--- config.mk ---
export PLATFORM = sky130hd
export DESIGN_NAME = sync_fifo_param
export DESIGN_NICKNAME = d
export VERILOG_FILES = /design/src/rtl/sync_fifo_param.sv
export SDC_FILE = /design/constraint.sdc
export NUM_CORES = 1
export LEC_CHECK = 0
export BUFFER_PORTS_ARGS = -buffer_cell sky130_fd_sc_hd__buf_2
export CAP_MARGIN = 0
export CORE_ASPECT_RATIO = 1.5
export CORE_MARGIN = 1
export CORE_UTILIZATION = 35
export CTS_BUF_LIST = sky130_fd_sc_hd__clkbuf_4 sky130_fd_sc_hd__clkbuf_8 sky130_fd_sc_hd__clkbuf_16
export DETAILED_ROUTE_END_ITERATION = 10
export PLACE_DENSITY = 0.57
export SYNTH_ARGS = -nofsm -noshare
export SYNTH_HDL_FRONTEND = slang
export SYNTH_SLANG_ARGS = --single-unit
--- constraint.sdc ---
create_clock -name clk -period 5.4 [get_ports clk]
set_input_delay 0.54 -clock clk [delete_from_list [all_inputs] [get_ports clk]]
set_output_delay 0.54 -clock clk [all_outputs]
set_load 0.02 [all_outputs]
--- src/rtl/sync_fifo_param.sv ---
// -----------------------------------------------------------------------------
// sync_fifo_param
//
// Parametrised single-clock FIFO with occupancy count, synchronous flush and
// optional sticky overflow/underflow flags. Read data is registered (one-cycle
// read latency, not first-word-fall-through). Strobes are active-low.
//
// Optional feature macro: SYNC_FIFO_ERR_EN
//   defined   -> overflow/underflow are sticky error registers
//   undefined -> overflow/underflow are tied to 0 (ports still present)
//
// Parameters:
//   WIDTH     data word width (>=1)
//   DEPTH     number of entries (power of two, >=4)
//   AF_LEVEL  almost_full  when count >= AF_LEVEL (1..DEPTH)
//   AE_LEVEL  almost_empty when count <= AE_LEVEL (0..DEPTH-1)
//
// Ports:
//   clk          sole clock, rising edge
//   rst          asynchronous reset, active-low
//   clr          synchronous flush, active-high (priority over read/write)
//   data_in      write data
//   write_n      write request, active-low
//   read_n       read request, active-low
//   data_out     registered read data
//   full         count == DEPTH
//   empty        count == 0
//   almost_full  count >= AF_LEVEL
//   almost_empty count <= AE_LEVEL
//   count        occupancy 0..DEPTH ($clog2(DEPTH)+1 bits)
//   overflow     sticky: write attempted while full
//   underflow    sticky: read attempted while empty
// -----------------------------------------------------------------------------
module sync_fifo_param #(
    parameter int WIDTH    = 8,
    parameter int DEPTH    = 16,
    parameter int AF_LEVEL = DEPTH - 2,
    parameter int AE_LEVEL = 2
) (
    input  logic                       clk,
    input  logic                       rst,
    input  logic                       clr,
    input  logic [WIDTH-1:0]           data_in,
    input  logic                       write_n,
    input  logic                       read_n,
    output logic [WIDTH-1:0]           data_out,
    output logic                       full,
    output logic                       empty,
    output logic                       almost_full,
    output logic                       almost_empty,
    output logic [$clog2(DEPTH):0]     count,
    output logic                       overflow,
    output logic                       underflow
);

    localparam int AW = $clog2(DEPTH);
    localparam int CW = AW + 1;

    logic [WIDTH-1:0] mem_q [DEPTH];

    logic [AW-1:0]    wr_ptr_q, wr_ptr_d;
    logic [AW-1:0]    rd_ptr_q, rd_ptr_d;
    logic [CW-1:0]    count_q,  count_d;
    logic [WIDTH-1:0] dout_q,   dout_d;

    logic wr_acc;
    logic rd_acc;

    // Flags decode the count directly.
    assign full         = (count_q == CW'(DEPTH));
    assign empty        = (count_q == '0);
    assign almost_full  = (count_q >= CW'(AF_LEVEL));
    assign almost_empty = (count_q <= CW'(AE_LEVEL));
    assign count        = count_q;
    assign data_out     = dout_q;

    // Full/empty gating alone resolves simultaneous requests at the extremes:
    // at empty only the write goes through, at full only the read.
    assign wr_acc = !write_n && !full;
    assign rd_acc = !read_n  && !empty;

    always_comb begin
        wr_ptr_d = wr_ptr_q;
        rd_ptr_d = rd_ptr_q;
        count_d  = count_q;
        dout_d   = dout_q;
        if (clr) begin
            // Flush keeps data_out and the memory contents untouched.
            wr_ptr_d = '0;
            rd_ptr_d = '0;
            count_d  = '0;
        end else begin
            if (wr_acc) begin
                wr_ptr_d = wr_ptr_q + AW'(1);
            end
            if (rd_acc) begin
                rd_ptr_d = rd_ptr_q + AW'(1);
                dout_d   = mem_q[rd_ptr_q];
            end
            if (wr_acc && !rd_acc) begin
                count_d = count_q + CW'(1);
            end else if (rd_acc && !wr_acc) begin
                count_d = count_q - CW'(1);
            end
        end
    end

    always_ff @(posedge clk or negedge rst) begin
        if (!rst) begin
            wr_ptr_q <= '0;
            rd_ptr_q <= '0;
            count_q  <= '0;
            dout_q   <= '0;
        end else begin
            wr_ptr_q <= wr_ptr_d;
            rd_ptr_q <= rd_ptr_d;
            count_q  <= count_d;
            dout_q   <= dout_d;
        end
    end

    // Storage array is deliberately not reset.
    always_ff @(posedge clk) begin
        if (!clr && wr_acc) begin
            mem_q[wr_ptr_q] <= data_in;
        end
    end

`ifdef SYNC_FIFO_ERR_EN
    logic ovf_q, ovf_d;
    logic udf_q, udf_d;

    // A request against full/empty flags an error even when the other
    // direction of a simultaneous request is accepted.
    always_comb begin
        ovf_d = ovf_q;
        udf_d = udf_q;
        if (clr) begin
            ovf_d = 1'b0;
            udf_d = 1'b0;
        end else begin
            if (!write_n && full) begin
                ovf_d = 1'b1;
            end
            if (!read_n && empty) begin
                udf_d = 1'b1;
            end
        end
    end

    always_ff @(posedge clk or negedge rst) begin
        if (!rst) begin
            ovf_q <= 1'b0;
            udf_q <= 1'b0;
        end else begin
            ovf_q <= ovf_d;
            udf_q <= udf_d;
        end
    end

    assign overflow  = ovf_q;
    assign underflow = udf_q;
`else
    assign overflow  = 1'b0;
    assign underflow = 1'b0;
`endif

endmodule
* Yosys cells after proc, flatten, opt, wreduce, memory -nomap -nowiden
Memories as Yosys holds them, arrays and structs flattened. A register that Yosys moved wholly into a read port is not among the register bits.
Cells that the tools add are included.
** Word-level totals
- Register bits :: 13
- Latch bits :: 0
- RAM bits :: 128
- Bits in read-only memories :: 0
- Output and inout port bits :: 19
- Logic and storage cells :: 39
- Memories kept :: 1
** Memories
- mem_q :: depth 16, width 8, read ports 1, clocked after Yosys merged registers in 1, write ports 1, RTL line 59 : logic [WIDTH-1:0] mem_q [DEPTH];
** Operators by class
- $add $sub $neg :: 4
- Multiply operators :: 0
- Divide/modulo/power cells :: 0
- Magnitude comparators :: 2
- Eq/ne operators :: 1
- Shift operators :: 0
- Mux-type cells :: 9
- Bitwise logic cells :: 1
- Reductions and logical operators :: 18
** Operators by type and width (count)
- $mux 4 :: 4
- $mux 5 :: 3
- $add 4x1->4 const B :: 2
- $logic_not 1->1 :: 8
- $add 5x1->5 const B :: 1
- $eq 5x5->1 const B :: 1
- $ge 5x4->1 const B :: 1
- $le 5x2->1 const B :: 1
- $logic_and 1x1->1 :: 5
- $logic_not 5->1 :: 1
- $sub 5x1->5 const B :: 1
- $reduce_bool 2->1 :: 2
- $reduce_bool 3->1 :: 1
- $mux 1 :: 2
- $reduce_and 2->1 :: 1
- $not 1->1 :: 1

* Logic depth before layout (Yosys ltp)
- Depth in word-level cells :: 8
- Mapped depth :: 9
- Mapped depth without buffers :: 8

* Worst setup path after synthesis
OpenSTA, ideal clock, no wires.
- Path type :: reg2reg
- Start point :: register count_q[1], in the netlist count[1]
- End point :: memory mem_q[8][0] (enable)
- Library setup time :: 0.398 ns
- Data arrival time :: 2.252 ns
- Data required time :: 5.002 ns
- Path slack :: 2.750 ns
- Cell stages (with the launch flop) :: 5
- Clock period less this slack :: 2.650 ns
- Cell sequence :: dfrtp_1 nor4_4 a21oi_2 nand2_1 nor4b_1
** On the way
- Longest elaborated chain between the ends :: 6
** RTL lines
- from (decl) :: RTL line 63 : logic [CW-1:0] count_q, count_d;
- from (signal assigned) :: RTL line 117 : count_q <= count_d;
- $eq 5x5->1 :: RTL line 70 : assign full = (count_q == CW'(DEPTH));
- $logic_not 1->1 :: RTL line 79 : assign wr_acc = !write_n && !full;
- $logic_and 1x1->1 :: RTL line 79
- $logic_and 1x1->1 :: RTL line 124 : if (!clr && wr_acc) begin
- $mux 1 :: RTL line 124
- $mux 1 (implied by the code) :: RTL line 125 : mem_q[wr_ptr_q] <= data_in;
- to (decl) :: RTL line 59
Every way passes these cells.

* Final worst setup path
- Start point :: register count_q[1], in the netlist count[1]
- End point :: memory mem_q[10][7] (enable)
The elaborated chain is that of the path after synthesis.

==> impl_metrics.toml <==
[sta]
final_max_slew_viol_count = 0
finalClockSkew_ps = 6.939
fmax_mhz = 365.8
rsz0062_at_grt = "false"
timing.final.crit_share = 0.5063
setup_viol = 0
setup-tns-final_ps = 0
finalHoldViolCount = 0
slew_headroom = 0.2069
tightestPinTransition_ps = 1180
period_minus_slack_ps = 2734

[grt]
overflow = 0
gr-usage-met1 = 0.1687
grtUsageMet3 = 0.03706
grt_pass1_wl_um = 19570
use_met2 = 0.2739
grt_max_degree = 36
grt_usage = 0.1492
grt_pass1_vias = 3303
antenna_found_initial = 0
top_usage_layer = "met2"

[synth]
yosys.area.top_type_share = 0.6224
synth-warning-count = 0
syn_area_um2 = 6176
syn_inst = 340
synth_area_leader_cell = "edfxtp_1"
ys_ff_latch = 149
synthTopCellsByArea = "edfxtp_1, mux4_2, dfrtp_1, mux2i_1, ha_1"
syn_avg_cell_area_um2 = 18.16
synthFlopType = "edfxtp_1"
synth-edff-count = 128
yosysSeqAreaShare = 0.7075
synth.distinct_cells = 42
synthArstFlopShare = 0.1409

[drt]
viasPerCell = 5.200
wl_um = 12860
drc = 0
routedWlPerCell_um = 21.25
drt_iter0_drc = 240
ant_nets = 0
firstDrtPassIters = 4
dr_total_vias = 3146

[die]
design.portCount = 32
start_util = 0.3575
fp.dieH_um = 164.7
core_region_area_um2 = 17270
row_count = 59
die-width_um = 110.5
die_area_um2 = 18190

[cells_and_area]
multi_input_area_um2 = 1719
seqCellArea_um2 = 4370
instances_no_fill = 605
syn_to_final_growth_pct = 15.50
num_antenna_cells = 0
drive_gt1_frac = 0.2934
fillCellCount = 1533
fin_nets = 402
finalInstanceArea_um2 = 7133

[setup_path]
startpoint_type = "register"
r2r_start = "count[1]"
cp.arrival_ps = 2760
endpoint = "mem_q[10][7]"
worst_setup_path_end_kind = "register"
critPathMaxFanout = 9
critPathRequiredTime_ps = 5430
crit_start = "count[1]"
r2r_setup_slack_ps = 2670
worstRegToRegCells = 4
reg2reg_to = "mem_q[10][7]"
critical_path_class = "reg2reg"

[cts]
htree_num_levels = 4
ctsHoldBuffers = 0
cts_buffers = 17
clk_pin_slew_ps = 60
clkSinkCount = 149
root_buffer = "clkbuf_16"
ctsLongestPathBuffers = 2
post_cts_resized = 0
cts_setup_buffers = 0
clock_latency_ps = 420
cts_tree = "done"

[placed_design]
dpl.cell_count = 573
dp_hpwl_um = 8311
gp_congestion = 0.7790
placed_cell_area_um2 = 6588
portBuffers = 29

[power_and_ir_drop]
leakagePower_nw = 2.388
pwr_density_cell_nw_per_um2 = 453.1
max-vdd-ir-drop_uv = 282.1

[min_path]
holdCritPathClass = "in2async"

[outcome]
status = "completed"

[run]
cap_violations = 0
how the worst min path moves through the flow:
stage          depth (start not counted)         from          end
5_1_grt                                1          rst     count[1]
4_1_cts                                1          rst     count[2]
3_5_place_dp                           2  data_out[4]  data_out[4]
6_report                               1          rst     count[1]
2_1_floorplan                          0          rst     count[0]
3_3_place_gp                           2  data_out[5]  data_out[5]
logic make-up (layout without fill, tap and decap cells):
family	Yosys count	in the layout	share of synthesized area
DFF	149	149	0.7075
other	1	2	0.0006072
adders and majority gates	10	10	0.02148
xor gates and xnor gates	6	6	0.009725
AOI/OAI and AO/OA	32	32	0.03687
and+or+nand+nor	66	66	0.05410
buffers and inverters	24	75	0.01985
muxes	52	52	0.1499
final cells by class:
type | instances | area share
Clock buffer | 20 | 0.06280
Clock inverter | 12 | 0.01368
Inverter | 5 | 0.002631
Multi-Input combinational cell | 168 | 0.2410
Sequential cell | 149 | 0.6127
Tap cell | 213 | 0.03736
Timing Repair Buffer | 38 | 0.02982
sequential cells by signal, indices dropped and copies added (netlist names):
| signal | cells |
|---|---|
| rd_ptr_q | 4 |
| mem_q | 128 |
| wr_ptr_q | 4 |
| data_out | 8 |
| count | 5 |
through the flow:
stage	total power [mW]	setup slack, ps	hold WS, ps	util
3_5_place_dp	2.182	2686	474.9	0.3814
5_1_grt	3.367	2515	122.8	0.4129
4_1_cts	3.268	2660	114.2	0.4129
2_1_floorplan	1.959	2750	244.4	-
6_report	3.232	2666	107.3	0.4129
3_3_place_gp	2.167	2776	474.2	0.3814
routing by layer:
layer | wire length, um | part of all wire
met5 | 0 | 0
met3 | 459 | 0.036
met2 | 7074 | 0.55
met1 | 5141 | 0.40
met4 | 182 | 0.014
power by group:
group	internal, mW	total, mW	switching (mW)	leakage, nW
sequential	1.32	1.39	0.0762	1.43
combinational	0.313	0.750	0.437	0.703
clock	0.611	1.09	0.476	0.258
placed cells by master, fill, tap and decap left out, types with 4 or more instances in the layout:
master      instances
nor2_1             13
mux2i_1            19
mux4_2             32
a21oi_1             8
clkinvlp_4          4
dfrtp_1            20
xnor2_1             4
o221ai_1            8
clkbuf_16          17
nor3_1              5
edfxtp_1          128
inv_6               5
inv_1               5
a21o_1              4
buf_4               9
buf_2              29
nand2_1            23
ha_1                9
nand3_1             6
synthesized netlist by cell type, types with 2 or more instances:
master      n
nor3_1      5
inv_1       5
a21oi_1     8
or3_1       3
a21o_1      4
clkbuf_1    5
xnor2_1     4
o21ai_0     3
edfxtp_1  128
mux2i_1    19
a211oi_1    3
o211ai_1    2
buf_4       2
buf_2       8
nor4_1      3
nor2b_1     2
o221ai_1    8
mux4_2     32
dfrtp_1    21
nand3_1     6
a21oi_2     2
buf_1       2
nand2_1    23
nand4_1     3
buf_6       2
nor2_1     13
ha_1        9
critical path: stages (launching register included):
cell and delay, ps:
dfrtp_1 570, nor4_4 130, a21oi_2 430, nand2_1 240
nor3_1 990
Power figures use the tool's default switching activity.
